<file path="config.mk">
export PLATFORM = sky130hd
export DESIGN_NAME = cic_comb_decimator
export DESIGN_NICKNAME = d
export VERILOG_FILES = /design/src/rtl/cic_comb_decimator.sv
export SDC_FILE = /design/constraint.sdc
export NUM_CORES = 1
export LEC_CHECK = 0
export ABC_AREA = 0
export ABC_CLOCK_PERIOD_IN_PS = 5600
export BUFFER_PORTS_ARGS = -buffer_cell sky130_fd_sc_hd__buf_4
export CAP_MARGIN = 20
export CORE_MARGIN = 5
export CORE_UTILIZATION = 50
export CTS_BUF_LIST = sky130_fd_sc_hd__clkbuf_8 sky130_fd_sc_hd__clkbuf_16
export DETAILED_ROUTE_END_ITERATION = 12
export GPL_TIMING_DRIVEN = 0
export PLACE_DENSITY_LB_ADDON = 0.2
export SYNTH_ARGS = -nofsm -noshare
export SYNTH_HDL_FRONTEND = slang
export SYNTH_SLANG_ARGS = --single-unit
</file>
<file path="constraint.sdc">
create_clock -name clk -period 5.6 [get_ports clk]
set_input_delay 0.56 -clock clk [delete_from_list [all_inputs] [get_ports clk]]
set_output_delay 0.56 -clock clk [all_outputs]
set_load 0.02 [all_outputs]
</file>
<file path="src/rtl/cic_comb_decimator.sv">
// Decimating comb section of a CIC decimator: keep every R-th integrator sample, then N comb stages.
// Optional macro CIC_COMB_PIPE_EN registers every comb stage (latency N instead of 1).
module cic_comb_decimator #(
    parameter int WIDTH = 19,
    parameter int R     = 8,
    parameter int N     = 3,
    parameter int M     = 1
) (
    input  logic             clk,
    input  logic             rst,
    input  logic             in_valid,
    input  logic [WIDTH-1:0] in,
    output logic [WIDTH-1:0] out,
    output logic             out_valid
);
    localparam int CW = (R > 1) ? $clog2(R) : 1;

    logic [CW-1:0]         r_cnt;
    logic                  w_dec_stb;
    // Stage k consumes w_sin[k] when w_vld_pipe[k]; stage N's input is the final result.
    logic [N:0][WIDTH-1:0] w_sin;
    logic [N:0]            w_vld_pipe;
    logic [N-1:0][WIDTH-1:0] w_diff;

    assign w_dec_stb = in_valid && (r_cnt == CW'(R - 1));

    always_ff @(posedge clk or posedge rst) begin
        if (rst)
            r_cnt <= '0;
        else if (in_valid)
            r_cnt <= w_dec_stb ? '0 : r_cnt + 1'b1;
    end

    assign w_sin[0]      = in;
    assign w_vld_pipe[0] = w_dec_stb;

    generate
        for (genvar k = 0; k < N; k++) begin : g_stage
            logic [M-1:0][WIDTH-1:0] r_dly;

            // Modulo-2^WIDTH difference: integrator overflow cancels here.
            assign w_diff[k] = w_sin[k] - r_dly[M-1];

            always_ff @(posedge clk or posedge rst) begin
                if (rst) begin
                    r_dly <= '0;
                end else if (w_vld_pipe[k]) begin
                    r_dly[0] <= w_sin[k];
                    for (int j = 1; j < M; j++)
                        r_dly[j] <= r_dly[j-1];
                end
            end

`ifdef CIC_COMB_PIPE_EN
            logic [WIDTH-1:0] r_stg;
            logic             r_vld;

            always_ff @(posedge clk or posedge rst) begin
                if (rst) begin
                    r_stg <= '0;
                    r_vld <= 1'b0;
                end else begin
                    r_vld <= w_vld_pipe[k];
                    if (w_vld_pipe[k])
                        r_stg <= w_diff[k];
                end
            end

            assign w_sin[k+1]      = r_stg;
            assign w_vld_pipe[k+1] = r_vld;
`else
            assign w_sin[k+1]      = w_diff[k];
            assign w_vld_pipe[k+1] = w_vld_pipe[k];
`endif
        end
    endgenerate

`ifdef CIC_COMB_PIPE_EN
    // Last stage register doubles as the output register.
    assign out       = w_sin[N];
    assign out_valid = w_vld_pipe[N];
`else
    logic [WIDTH-1:0] r_out;
    logic             r_out_vld;

    always_ff @(posedge clk or posedge rst) begin
        if (rst) begin
            r_out     <= '0;
            r_out_vld <= 1'b0;
        end else begin
            r_out_vld <= w_vld_pipe[N];
            if (w_vld_pipe[N])
                r_out <= w_sin[N];
        end
    end

    assign out       = r_out;
    assign out_valid = r_out_vld;
`endif
endmodule

</file>
==> out/metrics.yaml <==
sta:
  drv_slew: 0
  setup_slack_ns: 0.439
  finalCritPeriodShare_pct: 92.2
  fmax_mhz: 194
  hold_viol_final: 0
  min_period_ns: 5.16
  setup_viol: 0
  finClkSkew_ns: 0.00678
  tightest_slew_ns: 0.751
  relSlewSlack_pct: 49.9
global_routing:
  grtUsageTotal_pct: 18.3
  antenna_found_initial: 0
  grt-ovfl-total: 0
  grt_pass1_vias: 4394
  grt_max_degree: 62
  grt_pass1_wl_um: 19700
setup_path:
  arrival_ns: 5.40
  start_kind: "flop"
  worstSetupPathType: "flop to flop"
  cp-end-kind: "flop"
  path_max_fanout: 4
  cp.required_ns: 5.84
placement:
  routabilityCongestion: 0.780
  dp_slack_ns: -0.149
  dp.cells: 814
  place_hpwl_um: 8850
  io_buffers: 41
clock_network:
  root_buffer: "clkbuf_8"
  cts_hold_buf: 0
  cts_tree: "done"
  cts.path.max_buffers: 2
  clock_sinks: 80
  post_cts_buffers: 0
  clk_latency_ns: 0.36
  clk_pin_slew_worst_paths_ns: 0.08
  cts-resized-gates: 0
  cts_buffers: 9
  cts_htree_levels: 3
logic_synthesis:
  synth_edf_count: 0
  ys_types: 52
  syn_area_per_cell_um2: 8.70
  synth_top_family_by_area: "compound AO/OA/AOI/OAI gates"
  netlist_instances: 632
  synth.net_count: 713
  synthSimpleGateAreaFrac_pct: 14.0
  ys_ff_latch: 80
  synth.cell_area_um2: 5500
  yosys_warnings: 0
  synth_ff_type: "dfrtp_1"
  synthAdderAreaFrac_pct: 13.8
  synth_compound_area_share_pct: 19.9
  synth_xor_xnor_area_share_pct: 7.16
  synth-async-reset-ratio_pct: 100
  ys_seq_area_share_pct: 36.4
  muxShareOfSynthArea_pct: 3.09
floorplan:
  initial_core_util_pct: 51.0
  fp.coreArea_um2: 10800
  die_y_um: 115
  io-pin-count: 42
  die_w_um: 115
  row_count: 38
  die-area_um2: 13200
cells_and_area:
  final_nets: 766
  drive_above_1_share_pct: 11.8
  diodes: 0
  fin_cells: 829
  syn_to_final_growth_pct: 13.3
routing:
  drc: 0
  ant_nets: 0
  drt_pass1_iterations: 5
  vias: 4367
  avgRoutedWirePerCell_um: 13.5
  via_per_inst: 5.27
  drtIter0Drc: 135
  drt_wl_total_um: 11200
worst_hold_path:
  holdCritPathClass: "primary input to asynchronous set/reset pin"
run_status:
  outcome: "completed"
job:
  maxCapViolCount: 0
-- cells by family after synthesis --
family	after synthesis
mux	15
flops	80
xor+xnor	45
fa+ha+maj	59
compound gates	181
simple gates	170
buf+inv	82
-- cells in the final DEF, fill, tap and decap left out, types with 3 or more instances in the layout --
cell type | netlist | final
nand2_1 | 85 | 85
dfrtp_1 | 80 | 80
o21ai_0 | 72 | 70
inv_1 | 64 | 63
ha_1 | 56 | 56
buf_4 | 0 | 41
a21oi_1 | 36 | 35
nor2_1 | 31 | 31
xnor2_1 | 28 | 28
clkbuf_1 | 18 | 18
xor2_1 | 17 | 17
o21ai_1 | 15 | 15
a21o_1 | 14 | 14
nand2b_1 | 12 | 12
mux2_2 | 12 | 12
clkbuf_8 | 0 | 12
o21a_1 | 9 | 9
nor3_1 | 8 | 8
nor2b_1 | 7 | 7
a211oi_1 | 6 | 6
o211ai_1 | 5 | 5
nand4_1 | 5 | 5
nand3_1 | 4 | 4
and2_1 | 4 | 4
nand3b_1 | 3 | 3
o31ai_1 | 3 | 3
fa_1 | 3 | 3
-- synth_stat cells (14+ instances only) --
master | instances | area (um2)
dfrtp_1 | 80 | 2000
o21ai_1 | 15 | 75.1
clkbuf_1 | 18 | 67.6
xor2_1 | 17 | 149
xnor2_1 | 28 | 245
inv_1 | 64 | 240
o21ai_0 | 72 | 360
a21oi_1 | 36 | 180
nand2_1 | 85 | 319
a21o_1 | 14 | 105
ha_1 | 56 | 701
nor2_1 | 31 | 116
-- state kept, by name (all words and copies together) (netlist names) --
register       count
g_stage.r_dly     57
out               19
r_cnt              3
out_valid          1
-- worst max-delay path, stage by stage (launching register included) --
cell       delay, ns
dfrtp_1         0.40
inv_1           0.08
ha_1            0.22
nor2b_1         0.13
o21ai_1         0.19
a21boi_1        0.13
o21ai_2         0.19
nand2_1         0.11
a21o_1          0.18
a21oi_1         0.16
xnor2_1         0.11
ha_1            0.25
or3_4           0.41
o221a_4         0.27
nor2_1          0.12
nor2b_1         0.06
nor2_1          0.11
xnor2_1         0.17
ha_1            0.30
o21a_1          0.13
o21ai_1         0.17
o2bb2ai_1       0.18
a21oi_1         0.11
a211o_1         0.27
a21oi_1         0.23
xnor2_1         0.17
xnor2_1         0.14
o21ai_1         0.07
-- worst paths after layout --
| check | start | endpoint | slack (ns) | cells past startpoint |
|---|---|---|---|---|
| worst min-delay path | rst | out[5] | 0.15 | 2 |
| worst max-delay path | g_stage[0].r_dly[1] | out[18] | 0.44 | 27 |
| min in group clk | in[13] | g_stage[0].r_dly[13] | 0.41 | 3 |
| worst min register to register | g_stage[1].r_dly[0] | g_stage[1].r_dly[0] | 0.49 | 2 |
| max in group asynchronous | rst | g_stage[1].r_dly[4] | 4.87 | 3 |
| worst max register to register | g_stage[0].r_dly[1] | out[18] | 0.44 | 27 |
-- metrics by stage --
stage | instance area [um2] | utilization (%) | TNS (ns) | hold slack (ns)
2_1_floorplan | 5500 | - | 0 | 0.449
3_3_place_gp | 5980 | 55.4 | -0.0193 | 0.464
3_5_place_dp | 6010 | 55.7 | -0.149 | 0.475
4_1_cts | 6220 | 57.6 | 0 | 0.148
5_1_grt | 6230 | 57.7 | -0.0134 | 0.168
6_report | 6230 | 57.7 | 0 | 0.151
-- layer usage --
layer  global-route usage (%)  share of wire [%]  vias up
li1                         -                  -     2271
met4                     7.59                2.1        0
met2                     30.5                 46       78
met3                     2.68                3.9       14
met5                        0                  0        -
met1                     23.9                 48     2004
-- area by class of cell --
class | count | area (um2)
buffer | 18 | 67.6
clock buffer | 12 | 165
clock inverter | 3 | 40.0
fill | 990 | 4560
inverter | 64 | 243
multi-input combinational | 470 | 3200
sequential | 80 | 2000
tap | 140 | 175
timing repair buffer | 42 | 335
Power is not shown: default switching activity piles up to over one toggle a cycle in this logic, so the estimate is an artifact.
